[src/rtl/axi_read_arbiter_pkg.sv]
// Shared AXI read-channel types and arbiter encodings for the read arbiter slice.
// Imported by the selector and the arbiter top.
package axi_read_arbiter_pkg;

    localparam int AXI_ADDR_WIDTH = 32;
    localparam int AXI_DATA_WIDTH = 32;

    typedef logic [2:0] axi_size_t;
    typedef logic [1:0] axi_burst_type_t;
    typedef logic [1:0] axi_resp_t;

    localparam int ARB_RR    = 0;
    localparam int ARB_FIXED = 1;

    typedef enum logic [1:0] {
        ARB_IDLE = 2'd0,
        ARB_ADDR = 2'd1,
        ARB_DATA = 2'd2
    } arb_state_t;

endpackage

[src/rtl/axi_read_arbiter_rr_select.sv]
// Combinational request selector: round-robin search from ptr (wrapping) or
// lowest-index-first when mode is set. Shared by read and write arbiters.
module rr_select
    import axi_read_arbiter_pkg::*;
#(
    parameter int NUM_MASTERS = 2,
    parameter int IDX_W       = $clog2(NUM_MASTERS)
) (
    input  logic [NUM_MASTERS-1:0] req,
    input  logic [IDX_W-1:0]       ptr,
    input  logic                   mode,
    output logic [IDX_W-1:0]       idx,
    output logic                   found
);

    logic [IDX_W-1:0]                  start;
    logic [NUM_MASTERS-1:0][IDX_W-1:0] cand;

    assign start = mode ? '0 : ptr;

    // cand[gi] is the index visited at search offset gi, wrapped into range.
    for (genvar gi = 0; gi < NUM_MASTERS; gi++) begin : g_cand
        logic [IDX_W:0] sum;
        assign sum       = {1'b0, start} + (IDX_W+1)'(gi);
        assign cand[gi]  = (sum >= (IDX_W+1)'(NUM_MASTERS))
                         ? IDX_W'(sum - (IDX_W+1)'(NUM_MASTERS))
                         : sum[IDX_W-1:0];
    end

    always_comb begin
        idx   = '0;
        found = 1'b0;
        // Walk offsets high to low so the smallest offset is the final winner.
        for (int i = NUM_MASTERS - 1; i >= 0; i--) begin
            if (req[cand[i]]) begin
                idx   = cand[i];
                found = 1'b1;
            end
        end
    end

endmodule

[src/rtl/axi_read_arbiter.sv]
// Per-burst arbiter sharing one AXI read slave among NUM_MASTERS masters,
// with a beat-count check of every burst against its captured arlen.
module axi_read_arbiter
    import axi_read_arbiter_pkg::*;
#(
    parameter int NUM_MASTERS = 2,
    parameter int ARB_MODE    = ARB_RR,
    parameter int IDX_W       = $clog2(NUM_MASTERS)
) (
    input  logic                                        clk,
    input  logic                                        rst,
    input  logic [NUM_MASTERS-1:0][AXI_ADDR_WIDTH-1:0]  m_araddr,
    input  logic [NUM_MASTERS-1:0][7:0]                 m_arlen,
    input  axi_size_t [NUM_MASTERS-1:0]                 m_arsize,
    input  axi_burst_type_t [NUM_MASTERS-1:0]           m_arburst,
    input  logic [NUM_MASTERS-1:0]                      m_arvalid,
    output logic [NUM_MASTERS-1:0]                      m_arready,
    output logic [NUM_MASTERS-1:0][AXI_DATA_WIDTH-1:0]  m_rdata,
    output logic [NUM_MASTERS-1:0]                      m_rlast,
    output logic [NUM_MASTERS-1:0]                      m_rvalid,
    output axi_resp_t [NUM_MASTERS-1:0]                 m_rresp,
    input  logic [NUM_MASTERS-1:0]                      m_rready,
    output logic [AXI_ADDR_WIDTH-1:0]                   s_araddr,
    output logic [7:0]                                  s_arlen,
    output axi_size_t                                   s_arsize,
    output axi_burst_type_t                             s_arburst,
    output logic                                        s_arvalid,
    input  logic                                        s_arready,
    input  logic [AXI_DATA_WIDTH-1:0]                   s_rdata,
    input  logic                                        s_rlast,
    input  axi_resp_t                                   s_rresp,
    input  logic                                        s_rvalid,
    output logic                                        s_rready,
    output logic                                        err_pulse,
    output logic [IDX_W-1:0]                            err_master
);

    arb_state_t       state_q, state_d;
    logic [IDX_W-1:0] grant_q, grant_d;
    logic [IDX_W-1:0] rr_ptr_q, rr_ptr_d;
    logic [7:0]       len_q, len_d;
    logic [7:0]       beat_cnt_q, beat_cnt_d;
    logic             err_seen_q, err_seen_d;
    logic             err_pulse_q, err_pulse_d;
    logic [IDX_W-1:0] err_master_q, err_master_d;

    logic [IDX_W-1:0] sel_idx;
    logic             sel_found;
    logic             sel_mode;
    logic             r_hs;

    assign sel_mode = (ARB_MODE == ARB_FIXED);

    rr_select #(
        .NUM_MASTERS (NUM_MASTERS),
        .IDX_W       (IDX_W)
    ) u_rr_select (
        .req   (m_arvalid),
        .ptr   (rr_ptr_q),
        .mode  (sel_mode),
        .idx   (sel_idx),
        .found (sel_found)
    );

    // Read data and response are broadcast; only m_rvalid qualifies them.
    for (genvar gi = 0; gi < NUM_MASTERS; gi++) begin : g_bcast
        assign m_rdata[gi] = s_rdata;
        assign m_rresp[gi] = s_rresp;
    end

    assign r_hs       = s_rvalid && m_rready[grant_q];
    assign err_pulse  = err_pulse_q;
    assign err_master = err_master_q;

    always_comb begin
        state_d      = state_q;
        grant_d      = grant_q;
        rr_ptr_d     = rr_ptr_q;
        len_d        = len_q;
        beat_cnt_d   = beat_cnt_q;
        err_seen_d   = err_seen_q;
        err_pulse_d  = 1'b0;
        err_master_d = err_master_q;

        m_arready = '0;
        m_rvalid  = '0;
        m_rlast   = '0;
        s_arvalid = 1'b0;
        s_rready  = 1'b0;
        s_araddr  = m_araddr[grant_q];
        s_arlen   = m_arlen[grant_q];
        s_arsize  = m_arsize[grant_q];
        s_arburst = m_arburst[grant_q];

        case (state_q)
            ARB_IDLE: begin
                if (sel_found) begin
                    grant_d = sel_idx;
                    state_d = ARB_ADDR;
                end
            end
            ARB_ADDR: begin
                s_arvalid          = m_arvalid[grant_q];
                m_arready[grant_q] = s_arready;
                if (m_arvalid[grant_q] && s_arready) begin
                    len_d      = m_arlen[grant_q];
                    beat_cnt_d = '0;
                    err_seen_d = 1'b0;
                    state_d    = ARB_DATA;
                end
            end
            ARB_DATA: begin
                m_rvalid[grant_q] = s_rvalid;
                m_rlast[grant_q]  = s_rlast;
                s_rready          = m_rready[grant_q];
                if (r_hs) begin
                    if (beat_cnt_q != 8'hFF) begin
                        beat_cnt_d = beat_cnt_q + 8'd1;
                    end
                    if (s_rlast) begin
                        state_d = ARB_IDLE;
                        if (ARB_MODE == ARB_RR) begin
                            rr_ptr_d = (grant_q == IDX_W'(NUM_MASTERS - 1)) ? '0 : grant_q + 1'b1;
                        end
                        if (beat_cnt_q != len_q && !err_seen_q) begin
                            err_pulse_d  = 1'b1;
                            err_master_d = grant_q;
                            err_seen_d   = 1'b1;
                        end
                    end else if (beat_cnt_q == len_q && !err_seen_q) begin
                        // Last expected beat without rlast: flag once, keep
                        // draining until the slave finally ends the burst.
                        err_pulse_d  = 1'b1;
                        err_master_d = grant_q;
                        err_seen_d   = 1'b1;
                    end
                end
            end
            default: state_d = ARB_IDLE;
        endcase
    end

    always_ff @(posedge clk) begin
        if (rst) begin
            state_q      <= ARB_IDLE;
            grant_q      <= '0;
            rr_ptr_q     <= '0;
            len_q        <= '0;
            beat_cnt_q   <= '0;
            err_seen_q   <= 1'b0;
            err_pulse_q  <= 1'b0;
            err_master_q <= '0;
        end else begin
            state_q      <= state_d;
            grant_q      <= grant_d;
            rr_ptr_q     <= rr_ptr_d;
            len_q        <= len_d;
            beat_cnt_q   <= beat_cnt_d;
            err_seen_q   <= err_seen_d;
            err_pulse_q  <= err_pulse_d;
            err_master_q <= err_master_d;
        end
    end

endmodule

[config.mk]
export PLATFORM = sky130hd
export DESIGN_NAME = axi_read_arbiter
export DESIGN_NICKNAME = d
export VERILOG_FILES = /design/src/rtl/axi_read_arbiter_pkg.sv /design/src/rtl/axi_read_arbiter_rr_select.sv /design/src/rtl/axi_read_arbiter.sv
export SDC_FILE = /design/constraint.sdc
export NUM_CORES = 1
export LEC_CHECK = 0
export BUFFER_PORTS_ARGS = -buffer_cell sky130_fd_sc_hd__buf_2
export CORE_AREA = 3 3 98 100
export DETAILED_ROUTE_END_ITERATION = 6
export DIE_AREA = 0 0 101 103
export PLACE_DENSITY = 0.68
export SLEW_MARGIN = 25
export SYNTH_ARGS = -nofsm -noshare
export SYNTH_HDL_FRONTEND = slang
export SYNTH_SLANG_ARGS = --single-unit
export TNS_END_PERCENT = 10
[constraint.sdc]
create_clock -name clk -period 2.1 [get_ports clk]
set_input_delay 0.315 -clock clk [delete_from_list [all_inputs] [get_ports clk]]
set_output_delay 0.315 -clock clk [all_outputs]
set_load 0.005 [all_outputs]
==> qor.txt <==
status: completed
initial antenna violation count: 1
WP data arrival: 1.57 ns
CTS tree: yes
Netlist cell types: 37
#FFs+latches synth: 23
drt total wl: 7.838 mm
GRT Util Overall: 13.88%
CTS sink count: 23
CP Data Required Time: 1.78 ns
RSZ-0062 raised after global routing: false
Antenna Nets Post-Route: 0
drt via density: 4.531
peak supply drop: 147.1 uV
routed len/inst: 17.50 um
root buffer cell: clkbuf_8
most frequent cell after synthesis: buf_4
sequential area share after synthesis: 20.77%
sequential cell area: 461.7 sq um
I/O Pins: 256
Async S/R FF share, synth: 0%
area taken by multi-input logic gates: 1184 sq um
CP startpoint kind: flip-flop
Fmax achieved: 529.2 MHz
dpl ws: 0.4879 ns
crit end category: primary output
share of post-route cells with drive strength above 1: 64.71%
most instantiated cells after synthesis: buf_4 (68), mux2_2 (45), nor2_1 (26)
Initial Utilization: 25.30%
Setup violations, final: 0
setup tns final: 0 ns
DP Wirelength: 6.776 mm
Main synth FF type: dfxtp_1
Post-Syn Instances: 256
Post-synth EDFFs: 0
clock-pin slew on the worst setup and hold paths: 0.08 ns
filler instances: 951
Die ar.: 10400 sq um
max_cap viols: 0
synth warn: 0
CTS Buffer Depth: 2
leak pwr: 0.001217 uW
Synthesized Nets: 390
Synth Cell Area: 2217 sq um
Final min period: 1.890 ns
HP Class: primary input to flip-flop
DRT Pass-1 Iters: 4
drt drc: 0
largest area contributor in the netlist: buf_4
# Post-CTS Setup Buffers: 0
Clock Skew: 0.001836 ns
Final Net Count: 475
CP Class: flip-flop to primary output
mean area per synthesized cell: 8.661 sq um
# diodes: 0
Post-CTS Resized: 0
Area Growth Syn to Fin: 19.13%
first-pass GRT wire length: 11.00 mm
slew of the pin with the lowest slew margin: 0.4862 ns
Max Slew Vio Count: 0
# H-tree levels: 1
TritonCTS Buffers: 3
Core Footprint: 8763 sq um
# hold bufs at CTS: 0
GP Congestion: 0.8220
Slew HR: 66.66%
die span in x: 101 um
Final period util: 89.99%
Iter 0 DRT Violations: 55
Rows: 34
CP max FO: 32
vias in the first global route: 2073
final worst setup slack: 0.2102 ns
die height: 103 um
IO Port Bufs: 153
total number of vias: 2030
Final Hold Fails: 0
largest net degree at the start of global routing: 33
Pwr Density: 437.3 nW/um^2
Overflow after GRT: 0
top cell type's share of synthesized area: 23.02%
Synth area leaders: buf_4 (23%), mux2_2 (23%), dfxtp_1 (21%), nor2_1 (4.4%), nor3_1 (3.8%)
worst skew pair latency: 0.27 ns
-- cell type report --
type / instances / share of cell area (%)
clock buffer: 3 / 1.563
clock inverter: 1 / 0.1895
inverter: 1 / 0.1421
multi-input combinational: 153 / 44.81
sequential: 23 / 17.48
tap: 108 / 5.116
timing repair buffer: 159 / 30.70
-- sequential cells by signal, indices dropped and copies added (netlist names) --
signal,flops
err_pulse,1
err_master,1
len_q,8
grant_q,1
beat_cnt_q,8
err_seen_q,1
rr_ptr_q,1
state_q,2
-- critical path, stage by stage (launching register included) --
cell and delay [ns]:
dfxtp_2 0.37, buf_4 0.36, mux2_2 0.42, buf_2 0.14
-- stage by stage --
stage / power (uW) / std cells / instance area [sq um] / util, % / hold slack, ns
after floorplan: 784.0 / 256 / 2217 / - / 0.4547
after global placement: 883.6 / 444 / 2595 / 29.61 / 0.4732
after detailed placement: 891.1 / 444 / 2595 / 29.61 / 0.4631
after CTS: 1171 / 448 / 2641 / 30.14 / 0.3641
after global routing: 1220 / 448 / 2641 / 30.14 / 0.3922
final: 1155 / 448 / 2641 / 30.14 / 0.3649
-- layout by cell type (no fill, tap or decap), types with 2 or more instances in the layout --
master / netlist / final
xnor2_1: 8 / 8
mux2i_1: 3 / 3
nand4_1: 8 / 8
nor3_1: 17 / 17
and2_1: 2 / 2
nand3b_1: 3 / 3
buf_4: 68 / 6
a21oi_1: 3 / 3
nor2_1: 26 / 26
xor2_1: 7 / 7
nor2b_1: 2 / 2
nand2_1: 6 / 6
nand2b_1: 3 / 3
dfxtp_1: 23 / 22
nand3_1: 2 / 2
clkbuf_8: 0 / 3
mux2_2: 45 / 45
buf_2: 8 / 153
and3_2: 2 / 2
-- report_power, final --
part           internal [uW]  total (uW)  switching (uW)  leakage, uW
Combinational            227         410             183      0.00100
Sequential               451         466            14.8     0.000187
Clock                    133         280             147    0.0000255
-- cells by family (layout without fill, tap and decap cells) --
| logic type | Yosys count | after routing | share of synthesized area (%) |
|---|---|---|---|
| flops | 23 | 23 | 20.77 |
| compound gates | 11 | 11 | 4.288 |
| buf+inv | 80 | 164 | 25.85 |
| fa+ha+maj | 1 | 1 | 0.5642 |
| mux | 49 | 49 | 24.83 |
| xor+xnor | 15 | 15 | 5.926 |
| simple gates | 77 | 77 | 17.78 |
-- worst paths after layout --
kind / cells after the start / to / startpoint / slack [ns]
worst min-delay path: 3 / grant_q$_SDFFE_PP0P_ / m_arvalid[1] / 0.36
worst max register to register: 6 / beat_cnt_q[0]$_SDFFE_PP0P_ / beat_cnt_q[0]$_SDFFE_PP0P_ / 0.43
worst max-delay path: 3 / s_araddr[10] / grant_q$_SDFFE_PP0P_ / 0.21
worst min register to register: 2 / err_master$_SDFFE_PP0P_ / err_master$_SDFFE_PP0P_ / 0.48
-- metal layers --
metal  global-route usage (%)  share of wire, %
met1                    16.10                39
met2                    25.06                48
met3                    3.248                11
met4                    4.703               2.0
met5                        0              0.26
(Power assumes the default switching activity.)
